$ cat config.mk
export PLATFORM = sky130hd
export DESIGN_NAME = fetch_queue
export DESIGN_NICKNAME = d
export VERILOG_FILES = /design/src/rtl/fetch_queue_pkg.sv /design/src/rtl/fetch_queue.sv
export SDC_FILE = /design/constraint.sdc
export NUM_CORES = 1
export LEC_CHECK = 0
export ABC_AREA = 1
export CELL_PAD_IN_SITES_DETAIL_PLACEMENT = 0
export CELL_PAD_IN_SITES_GLOBAL_PLACEMENT = 1
export CORE_ASPECT_RATIO = 0.5
export CORE_UTILIZATION = 40
export CTS_CLUSTER_DIAMETER = 150
export DETAILED_ROUTE_END_ITERATION = 8
export HOLD_SLACK_MARGIN = 0.12
export PLACE_DENSITY = 0.81
export SYNTH_ARGS = -nofsm -noshare
export SYNTH_HDL_FRONTEND = slang
export SYNTH_SLANG_ARGS = --single-unit
$ cat constraint.sdc
create_clock -name clk -period 5.3 [get_ports clk]
set_clock_uncertainty 0.2 [all_clocks]
set_input_delay 0.795 -clock clk [delete_from_list [all_inputs] [get_ports clk]]
set_output_delay 0.795 -clock clk [all_outputs]
set_load 0.01 [all_outputs]
$ cat src/rtl/fetch_queue_pkg.sv
// Shared IF/ID pipeline types and constants used by the fetch/decode boundary.
package fetch_queue_pkg;

    typedef struct packed {
        logic [31:0] instr;
        logic [31:0] pc;
        logic [31:0] pc_plus_4;
    } if_id_data_t;

    // addi x0, x0, 0
    localparam logic [31:0] NOP_INSTR_WORD = 32'h0000_0013;

endpackage

$ cat src/rtl/fetch_queue.sv
// Circular instruction buffer between fetch and decode with show-ahead output,
// full-based fetch back-pressure and redirect flush.
module fetch_queue
    import fetch_queue_pkg::*;
#(
    parameter int unsigned DEPTH     = 4,
    parameter logic [31:0] NOP_INSTR = NOP_INSTR_WORD
) (
    input  logic                   clk,
    input  logic                   rst,
    input  logic                   fetch_valid_i,
    input  if_id_data_t            fetch_data_i,
    output logic                   stall_f_o,
    input  logic                   flush_i,
    output logic                   dec_valid_o,
    input  logic                   dec_ready_i,
    output if_id_data_t            dec_data_o,
    output logic [$clog2(DEPTH):0] count_o
);

    localparam int unsigned PtrW = $clog2(DEPTH);
    localparam int unsigned CntW = PtrW + 1;
    localparam logic [CntW-1:0] FullCount = CntW'(DEPTH);

    if_id_data_t         mem [DEPTH];
    logic [PtrW-1:0]     wr_ptr_q, wr_ptr_d;
    logic [PtrW-1:0]     rd_ptr_q, rd_ptr_d;
    logic [CntW-1:0]     count_q, count_d;
    logic                full, empty, push, pop;

    assign full  = (count_q == FullCount);
    assign empty = (count_q == '0);

    // Full blocks pushes even when a pop frees a slot, so stall never depends on dec_ready_i.
    assign push = fetch_valid_i && !full && !flush_i;
    assign pop  = !empty && dec_ready_i && !flush_i;

    always_comb begin
        wr_ptr_d = wr_ptr_q;
        rd_ptr_d = rd_ptr_q;
        count_d  = count_q;
        if (flush_i) begin
            wr_ptr_d = '0;
            rd_ptr_d = '0;
            count_d  = '0;
        end else begin
            if (push) wr_ptr_d = wr_ptr_q + PtrW'(1);
            if (pop)  rd_ptr_d = rd_ptr_q + PtrW'(1);
            if (push && !pop)      count_d = count_q + CntW'(1);
            else if (pop && !push) count_d = count_q - CntW'(1);
        end
    end

    always_ff @(posedge clk or posedge rst) begin
        if (rst) begin
            wr_ptr_q <= '0;
            rd_ptr_q <= '0;
            count_q  <= '0;
        end else begin
            wr_ptr_q <= wr_ptr_d;
            rd_ptr_q <= rd_ptr_d;
            count_q  <= count_d;
        end
    end

    // Storage needs no reset; occupancy alone decides what is visible.
    always_ff @(posedge clk) begin
        if (push) mem[wr_ptr_q] <= fetch_data_i;
    end

    always_comb begin
        if (empty) begin
            dec_data_o.instr     = NOP_INSTR;
            dec_data_o.pc        = '0;
            dec_data_o.pc_plus_4 = '0;
        end else begin
            dec_data_o = mem[rd_ptr_q];
        end
    end

    assign dec_valid_o = !empty;
    assign stall_f_o   = full;
    assign count_o     = count_q;

endmodule

==> results of run 1 <==
power groups by stage:
| stage | logic [uW] | registers, uW | clock network, uW |
|---|---|---|---|
| finish | 3090 | 3670 | 2540 |
| global route | 3360 | 3680 | 2700 |
| CTS | 3130 | 3670 | 2580 |
| detailed placement | 3110 | 3740 | 0 |
| global placement | 3080 | 3730 | 0 |
| floorplan | 1580 | 3730 | 0 |
cell usage in the layout, fill, tap and decap left out, drive strengths merged:
master and instances:
o311ai 3, clkbuf 51, bufinv 2, dfrtp 7, nor2 391, nand3 3
nand2 20, clkinv 13, nand3b 1, fa 1, buf 18, ha 4
xor2 1, inv 19, o21ai 193, clkdlybuf4s50 201, a21oi 97, edfxtp 384
through the flow:
stage	utilization	hold WS [ps]	TNS, ps	power [uW]
5_1_grt	0.5046	318.5	0	9742
3_3_place_gp	0.4737	395.0	0	6808
2_1_floorplan	-	379.4	-199880	5315
4_1_cts	0.5046	306.8	0	9383
3_5_place_dp	0.4737	419.9	0	6850
6_report	0.5046	319.2	0	9301
worst reg2reg max path: stages (launching register included):
cell and delay, ps:
dfrtp_1 440, nor2_4 60, nand2_1 100, nand2_2 90, nor2_2 190, inv_2 150
nor2_4 680, buf_4 550
kinds of logic (layout without fill, tap and decap cells):
logic type / after synthesis / in the layout / share of synthesized area
AO/OA/AOI/OAI: 293 / 293 / 0.09635
XOR/XNOR: 1 / 1 / 0.0005712
adder cells (fa/ha/maj): 5 / 5 / 0.004569
buffers and inverters: 93 / 304 / 0.03173
flip-flops: 391 / 391 / 0.7633
AND/OR/NAND/NOR: 415 / 415 / 0.1035
flip-flops by register name (all words and copies together) (netlist names):
name,flops
wr_ptr_q,2
count_o,3
rd_ptr_q,2
mem,384
final timing paths:
kind                                        startpoint                 endpoint  slack (ps)  cells past startpoint
worst max-delay path            count_o[1]$_DFFE_PP0P_           dec_data_o[60]        1190                      6
max in group asynchronous                          rst  rd_ptr_q[1]$_DFFE_PP0P_        4310                      2
min in group clk                count_o[2]$_DFFE_PP0P_   count_o[2]$_DFFE_PP0P_         430                      2
worst max register to register  count_o[0]$_DFFE_PP0P_     mem[2][85]$_DFFE_PP_        2460                      7
worst min register to register  count_o[2]$_DFFE_PP0P_   count_o[2]$_DFFE_PP0P_         430                      2
worst min-delay path                               rst  wr_ptr_q[1]$_DFFE_PP0P_         320                      2
layer usage:
metal  vias up  part of all wire  global-route usage
li1       4609                 -                   -
met1      4902              0.42              0.2176
met2       180              0.54              0.3369
met3        38             0.034             0.02736
met4         0             0.015             0.04251
met5         -                 0                   0
cell type report:
class,count,area (um^2)
multi-input combinational,714,3174
sequential,391,11710
clock buffer,51,1028
clock inverter,15,131.4
fill,3138,18630
tap,520,650.6
inverter,19,76.32
timing repair buffer,219,2197
==> metrics.md, run 1 <==
| Metric | Value |
|---|---|
| Slew @ Worst Pin | `between 900 and 1000 ps` |
| Clock Latency Late Sink | `around 520 ps` |
| Cell row count | `50` |
| Mean Syn Cell Area | `about 13 um^2` |
| Mapped Cells | `1198` |
| Outcome | `complete, no violations` |
| Syn nets | `1304` |
| Max stage delay on crit path | `approximately 750 ps` |
| CP max FO | `67` |
| Fin crit period | `between 4000 and 5000 ps` |
| DIE HEIGHT | `140.5 um` |
| Synthesis-stage register bit count | `391` |
| Clk root buf | `clkbuf_16` |
| Tcrit/Tclk final | `0.7754` |
| IO buf count | `201` |
| # placed instances | `~1900` |
| Library cells used by synthesis | `27` |
| Grt ovf | `0` |
| I/O pin count | `just over 200` |
| Via count | `9729` |
| Routed len/inst | `18.48 um` |
| Vias in the first global route | `around 9800` |
| Cell Area, Synth | `approximately 15000 um^2` |
| Relative slew slack | `0.3900` |
| Gpl congestion | `slightly above 0.8` |
| CTS tree | `built` |
| Main synth FF type | `edfxtp_1` |
| Most frequent cell after synthesis | `nor2_1` |
| Placed Area | `17810 um^2` |
| GRT Resource Usage Total | `0.1798` |
| Synth area leader | `edfxtp_1` |
| Worst setup margin | `around 1200 ps` |
| Sequential power share | `0.395` |
| Synth top area cells | `edfxtp_1, nor2_1, o21ai_0, a21oi_1, dfrtp_1` |
| Largest net degree at the start of global routing | `between 150 and 200` |
| CTS H-tree depth | `2` |
| Asr flop ratio synth | `0.01790` |
| Crit-path cells | `nor2_4 > nand2_2 > clkinv_2 > buf_4 > a21oi_1 > clkdlybuf4s50_1` |
| Syn-to-layout area delta | `23.70%` |
| Most instantiated cells after synthesis | `nor2_1, edfxtp_1, o21ai_0` |
| Combinational power share | `0.332` |
| Number of flops mapped to enable cells by yosys | `384` |
| Core box area | `37600 um^2` |
| Die Area | `between 30000 and 40000 um^2` |
| Worst VDD drop | `0.2520 mV` |
| Sw frac | `0.3144` |
| Final setup fails | `0` |
| Final net count | `roughly 1500` |
| Total Wirelength | `around 36000 um` |
| Total CTS buffers | `36` |
| Sw power | `between 2000 and 3000 uW` |
| Static leakage | `0.006328 uW` |
| CTS sink cnt | `a little under 400` |
| Ratio of cells with drive above 1 in the final layout | `0.06175` |
| Starting density of the core | `0.4079` |
| Worst Path Buf+Inv | `3` |
| Sequential area share after synthesis | `0.7633` |
| Initial antenna violation count | `0` |
| Post-cts sizing count | `0` |
| Slew Viols, Final | `0` |
| Number of DRC markers in iteration 0 | `roughly 560` |
| Crit-path leading delay family | `buffers and inverters` |
| Longest Clk Path Bufs | `3` |
| Clock share of power | `0.273` |
| Arrival @ worst endpoint | `roughly 3100 ps` |
| PwrDens | `between 400 and 500 nW/um^2` |
| Vias per cell | `slightly above 5` |
| Crit path kind | `flop to output pin` |
| Antenna-violating nets left | `0` |
| Crit end category | `output pin` |
| Peak Freq | `243.3 MHz` |
| Hold-fix buffers at CTS | `0` |
| Fin. Hold Viols | `0` |
| Clock transition at the registers of the reported paths | `60 ps` |
| Critical Path Start Type | `flop` |
| Power Internal | `~6400 uW` |
| Hpwl dp | `20050 um` |
| Die Wd | `278.9 um` |
| Worst hold path class | `primary input to async pin` |
| Final cell count without fillers | `1929` |
| First-pass GRT wire length | `54670 um` |
| CP max-delay cell | `buf_4` |
| Worst Path Required | `4300 ps` |
| ANT cells | `0` |
| Max cap viols | `0` |
| Synth Warn # | `0` |
| DP Worst Slack | `about 1700 ps` |
| Postcts setup bufs | `0` |
| Finished Cell Area | `18970 um^2` |
| Post-route DRC | `0` |
| Detailed Routing Iterations Pass 1 | `5` |
| Post-synth top area share | `0.7518` |
| RSZ-0062 raised after global routing | `no` |
Note: power is estimated with default switching activity, not from simulation.
==> run 2, diff against run 1 <==
clock period = 3.76 ns   (was 5.3 ns; I/O delays follow)
==> run 2 against run 1 <==
  * Global-route usage up 0.17 points
  * Sequential power up 40%
  * Sequential cell count unchanged
  * Critical path type unchanged
  * Largest cell class unchanged
  * Highest routed layer unchanged
==> metrics.md, run 2 (synthesized netlist as in run 1, its figures left out) <==
| Metric | Value |
|---|---|
| Outcome | `complete, no violations` |
| Fin crit period | `roughly 3600 ps` |
| Die Wd | `278.9 um (unchanged)` |
| First-pass GRT wire length | `55150 um (+0.88%)` |
| Vias in the first global route | `9854 (+0.061%)` |
| Detailed Routing Iterations Pass 1 | `5 (unchanged)` |
| Final total power | `13430 uW (+44%)` |
| Max stage delay on crit path | `550 ps (-200 ps)` |
| Static leakage | `0.006426 uW (+1.5%)` |
| Longest Clk Path Bufs | `3 (unchanged)` |
| CTS tree | `built` |
| CP max FO | `44 (-34%)` |
| Final net count | `1496 (+0.61%)` |
| PwrDens | `699.5 nW/um^2 (+43%)` |
| Reg2reg path depth | `7 (unchanged)` |
| Grt ovf | `0 (unchanged)` |
| Fin. Hold Viols | `0 (unchanged)` |
| Relative slew slack | `0.5229 (+0.1329)` |
| Via count | `9629 (-1.0%)` |
| Final setup fails | `0 (unchanged)` |
| GRT Resource Usage Total | `0.1816 (+0.001739)` |
| Number of DRC markers in iteration 0 | `672 (+20%)` |
| DIE HEIGHT | `140.5 um (unchanged)` |
| Crit path kind | `flop to output pin` |
| Crit-path cells | `clkinv_2 > buf_12 > nor2_1 > o21ai_0 > a21oi_1 > clkdlybuf4s50_1` |
| CP Launch Point | `rd_ptr_q[1]$_DFFE_PP0P_` |
| Critical Path Start Type | `flop` |
| Syn-to-layout area delta | `25.22%` |
| Fillcell total | `3132 (-0.19%)` |
| Top reg by flops | `mem` |
| Worst Path Required | `3000 ps (-1300 ps)` |
| Total CTS buffers | `38 (+5.6%)` |
| Clock transition at the registers of the reported paths | `60 ps (about the same)` |
| Vias per cell | `4.974 (-1.4%)` |
| R2r endpoint | `mem[2][49]$_DFFE_PP_` |
| IO buf count | `201 (unchanged)` |
| RSZ-0062 raised after global routing | `no` |
| Gpl congestion | `0.7716 (-6.8%)` |
| Crit end category | `output pin` |
| Clk root buf | `clkbuf_16` |
| Slew Viols, Final | `0 (unchanged)` |
| Worst hold path class | `flop to flop` |
| Cell row count | `50 (unchanged)` |
| Antenna-violating nets left | `0 (unchanged)` |
| CP max-delay cell | `clkdlybuf4s50_1` |
| Total Wirelength | `35320 um (-0.95%)` |
| Tcrit/Tclk final | `0.9443` |
| Routed len/inst | `18.24 um (-1.3%)` |
| Post-route DRC | `0 (unchanged)` |
| Slew @ Worst Pin | `715.6 ps (-199.4 ps)` |
| Clock Latency Late Sink | `520 ps (about the same)` |
| Core box area | `37600 um^2 (unchanged)` |
| Peak Freq | `between 200 and 300 MHz` |
| I/O pin count | `202 (unchanged)` |
| CTS sink cnt | `391 (unchanged)` |
| Storage cell area | `11710 um^2 (unchanged)` |
| CTS H-tree depth | `2 (unchanged)` |
| Reg2Reg Setup Slack | `1390 ps (-1070 ps)` |
| Largest register FFs | `384 (unchanged)` |
| Worst r2r src | `count_o[0]$_DFFE_PP0P_` |
| Area of the multi-input gates | `3174 um^2 (unchanged)` |
| DP Worst Slack | `724.4 ps (-999.4 ps)` |
| Ratio of cells with drive above 1 in the final layout | `0.06568 (+0.003932)` |
| ANT cells | `0 (unchanged)` |
| Die Area | `39180 um^2 (unchanged)` |
| Most frequent cells in the layout | `nor2_1, edfxtp_1, clkdlybuf4s50_1` |
| Worst VDD drop | `0.4162 mV (+65%)` |
| Max cap viols | `0 (unchanged)` |
| Crit path capture | `dec_data_o[26]` |
| Most common cell after layout, fill and taps aside | `nor2_1` |
| Hpwl dp | `20090 um (+0.18%)` |
| Worst setup margin | `209.2 ps (-981.1 ps)` |
| Arrival @ worst endpoint | `2790 ps (-320 ps)` |
| Largest net degree at the start of global routing | `105 (-46%)` |
| Initial antenna violation count | `0 (unchanged)` |
| Starting density of the core | `0.4079 (unchanged)` |
==> run 2: changes by cell type in the layout (fill, tap and decap cells not counted), sizes merged <==
cell / previous run / this run
clkinv: 13 / 12
inv: 19 / 18
clkinvlp: 0 / 1
buf: 18 / 24
dlygate4sd3: 0 / 1
bufinv: 2 / 3
==> run 2: where the power goes <==
group	switching, uW	internal, uW	total [uW]
registers	80.1	5070	5150
clock network	1550	2230	3780
logic	2540	1960	4500
total	4170	9260	13400
==> run 2: layer usage <==
metal,part of all wire,vias up,track usage
met5,0,-,0
met4,0.027,0,0.06362
met3,0.033,59,0.02802
met2,0.53,188,0.3346
met1,0.40,4758,0.2163
li1,-,4624,-
==> run 2: what timing repair did <==
action | in CTS | in global routing
setup buffers | 0 | 0
hold endpoints to repair | 7 | 0
hold buffers | 1 | 0
gates resized for setup | 0 | 0
==> run 2: final cells by class <==
| class | count | share of cell area |
|---|---|---|
| Multi-Input combinational cell | 714 | 0.1653 |
| Timing Repair Buffer | 226 | 0.1225 |
| Inverter | 19 | 0.003974 |
| Sequential cell | 391 | 0.6099 |
| Clock inverter | 15 | 0.008014 |
| Tap cell | 520 | 0.03388 |
| Clock buffer | 51 | 0.05642 |
==> run 2: critical path: cells and delay by family (launching register included) <==
family,cells,cell delay [ps]
AO/OA/AOI/OAI,2,370
buffers and inverters,3,1310
flip-flops,1,430
AND/OR/NAND/NOR,1,140
==> run 2: worst min-delay path by stage <==
stage / startpoint / slack, ps / to / depth (start not counted)
6_report: count_o[0]$_DFFE_PP0P_ / 420 / count_o[0]$_DFFE_PP0P_ / 2
4_1_cts: count_o[0]$_DFFE_PP0P_ / 420 / count_o[0]$_DFFE_PP0P_ / 2
5_1_grt: fetch_data_i[42] / 450 / mem[0][42]$_DFFE_PP_ / 1
3_5_place_dp: count_o[0]$_DFFE_PP0P_ / 420 / count_o[0]$_DFFE_PP0P_ / 2
2_1_floorplan: rst / 170 / count_o[0]$_DFFE_PP0P_ / 1
3_3_place_gp: count_o[0]$_DFFE_PP0P_ / 390 / count_o[0]$_DFFE_PP0P_ / 2
==> run 2: metrics by stage <==
step           setup TNS, ps  area, um^2  hold WS (ps)  utilization  instances
3_5_place_dp               0       17960         415.0       0.4776       1869
2_1_floorplan         -93520       15350         167.4            -       1198
5_1_grt                    0       19200         453.5       0.5108       1936
6_report                   0       19200         422.1       0.5108       1936
3_3_place_gp               0       17960         391.4       0.4776       1869
4_1_cts                    0       19200         424.1       0.5108       1936
==> run 3, diff against run 2 <==
CORE_ASPECT_RATIO = 1.75   (was 0.5)
CTS_CLUSTER_DIAMETER = default   (was 150)
==> run 3 against run 2 <==
  * Core utilization decreased by 0.28 points
  * Wire length increased by 3.8%
  * Register-to-register slack is essentially flat
  * Non-clock buffer count up 2
  * Final cell count down 2.2%
  * Global-route usage is 0.81 points higher
  * First-iteration DRC count fell by 11%
  * Critical path depth stayed put
  * Sequential cell count unchanged
  * Clock power fell by 7.4%
  * Maximum frequency is 1.8% lower
  * Sequential power up 1%
  * Critical path type unchanged
  * Largest power group unchanged
==> metrics.md, run 3 (synthesized netlist as in run 1, its figures left out) <==
| Metric | Value |
|---|---|
| Static leakage | `0.006398 uW (-0.43%)` |
| Most common cell after layout, fill and taps aside | `nor2_1` |
| Worst Path Buf+Inv | `3 (unchanged)` |
| CP max FO | `47 (+6.8%)` |
| CTS sink cnt | `391 (unchanged)` |
| Largest register FFs | `384 (unchanged)` |
| Worst VDD drop | `0.5195 mV (+25%)` |
| Grt ovf | `0 (unchanged)` |
| Placed Area | `17950 um^2 (about the same)` |
| Antenna-violating nets left | `0 (unchanged)` |
| Vias in the first global route | `9924 (+0.71%)` |
| Die Wd | `150.0 um (-46%)` |
| Finished Cell Area | `19120 um^2 (-0.44%)` |
| Worst hold path class | `flop to flop` |
| Clock transition at the registers of the reported paths | `60 ps (about the same)` |
| Number of DRC markers in iteration 0 | `598 (-11%)` |
| Crit end category | `output pin` |
| Ratio of cells with drive above 1 in the final layout | `0.06511 (-0.0005683)` |
| Peak Freq | `276.5 MHz (-1.8%)` |
| Reg2Reg Setup Slack | `1400 ps (about the same)` |
| Longest Clk Path Bufs | `3 (unchanged)` |
| CP max-delay cell | `dfrtp_4` |
| GRT Resource Usage Total | `0.1897 (+0.008129)` |
| Total Wirelength | `36680 um (+3.8%)` |
| Relative slew slack | `0.5578 (+0.03484)` |
| Initial antenna violation count | `2 (+2)` |
| PwrDens | `694.7 nW/um^2 (-0.68%)` |
| Largest net degree at the start of global routing | `97 (-7.6%)` |
| RSZ-0062 raised after global routing | `no` |
| Most frequent cells in the layout | `nor2_1, edfxtp_1, clkdlybuf4s50_1` |
| CTS H-tree depth | `2 (unchanged)` |
| Hpwl dp | `21200 um (+5.5%)` |
| Arrival @ worst endpoint | `2850 ps (+60 ps)` |
| Cell row count | `94 (+88%)` |
| IO buf count | `201 (unchanged)` |
| Max cap viols | `0 (unchanged)` |
| Worst Path Required | `3000 ps (about the same)` |
| Routed len/inst | `19.36 um (+6.1%)` |
| First-pass GRT wire length | `55230 um (+0.15%)` |
| Clock Latency Late Sink | `530 ps (about the same)` |
| Detailed Routing Iterations Pass 1 | `5 (unchanged)` |
| Tcrit/Tclk final | `0.9619 (+0.01755)` |
| Final net count | `1496 (unchanged)` |
| Syn-to-layout area delta | `24.66%` |
| Fin crit period | `3617 ps (+65.99 ps)` |
| Min Hold Slack | `437.3 ps (+15.26 ps)` |
| Critical Path Start Type | `flop` |
| DIE HEIGHT | `261.0 um (+86%)` |
| Post-route DRC | `0 (unchanged)` |
| Core box area | `37640 um^2 (about the same)` |
| Total CTS buffers | `36 (-5.3%)` |
| Fin. Hold Viols | `0 (unchanged)` |
| Die Area | `39160 um^2 (about the same)` |
| Slew Viols, Final | `0 (unchanged)` |
| Starting density of the core | `0.4075 (about the same)` |
| Vias per cell | `5.177 (+4.1%)` |
| Max stage delay on crit path | `660 ps (+110 ps)` |
| Crit-path cells | `inv_6 > buf_4 > nor2_1 > o21ai_0 > a21oi_1 > clkdlybuf4s50_1` |
| Final setup fails | `0 (unchanged)` |
| Outcome | `complete, no violations` |
| Top reg by flops | `mem` |
| Clk root buf | `clkbuf_16` |
| Gpl congestion | `0.7469 (-3.2%)` |
| CTS tree | `built` |
| Crit-path leading delay family | `buffers and inverters` |
| Via count | `9806 (+1.8%)` |
| I/O pin count | `202 (unchanged)` |
| Crit path kind | `flop to output pin` |
| Slew @ Worst Pin | `663.3 ps (-52.26 ps)` |
run 3: cell type report:
class                      instances  area (um^2)
clock inverter                    18        175.2
tap                              480        600.6
sequential                       391        11710
multi-input combinational        714         3174
timing repair buffer             228         2425
inverter                          19        80.08
clock buffer                      43        948.4
fill                            3182        18520
antenna                            1        2.502
run 3: final timing paths:
kind,cells past startpoint,end,start
worst max-delay path,6,dec_data_o[84],rd_ptr_q[1]$_DFFE_PP0P_
worst min register to register,2,count_o[0]$_DFFE_PP0P_,count_o[0]$_DFFE_PP0P_
min in group asynchronous,3,count_o[2]$_DFFE_PP0P_,rst
max in group asynchronous,3,rd_ptr_q[1]$_DFFE_PP0P_,rst
worst max register to register,7,mem[3][50]$_DFFE_PP_,count_o[0]$_DFFE_PP0P_
worst min-delay path,2,count_o[0]$_DFFE_PP0P_,count_o[0]$_DFFE_PP0P_
run 3: timing repair:
| action | 4_1_cts | 5_1_grt |
|---|---|---|
| hold buffers | 1 | 0 |
| hold endpoints to repair | 7 | 0 |
| resized for setup | 1 | 0 |
| endpoints found under the setup margin | 1 | 20 |
| buffers inserted | 0 | 1 |
run 3: through the flow:
step / util / setup slack (ps) / setup TNS (ps) / power, uW / cells
5_1_grt: 0.5079 / 31.63 / 0 / 13950 / 1893
3_3_place_gp: 0.4770 / 606.3 / 0 / 9880 / 1830
4_1_cts: 0.5072 / 19.42 / 0 / 13430 / 1892
3_5_place_dp: 0.4770 / 595.2 / 0 / 9908 / 1830
6_report: 0.5080 / 143.3 / 0 / 13280 / 1894
2_1_floorplan: - / -243.6 / -93520 / 7477 / 1198
run 3: routing by layer:
metal	vias to the layer above	track usage	share of wire
li1	4618	-	-
met1	4865	0.1984	0.36
met2	238	0.3638	0.56
met3	81	0.02927	0.043
met4	4	0.09007	0.040
met5	-	0	0.00076
run 3: worst reg2reg max path, stage by stage (launching register included):
cell	delay (ps)
dfrtp_1	440
nor2_4	60
nand2_1	100
nand2_2	90
nor2_2	200
inv_2	160
nor2_4	130
buf_12	500
run 3: report_power, final:
| group | internal (uW) | leakage (uW) | switching (uW) |
|---|---|---|---|
| Clock | 2010 | 0.000546 | 1490 |
| Sequential | 5070 | 0.00357 | 129 |
| Combinational | 2030 | 0.00228 | 2560 |
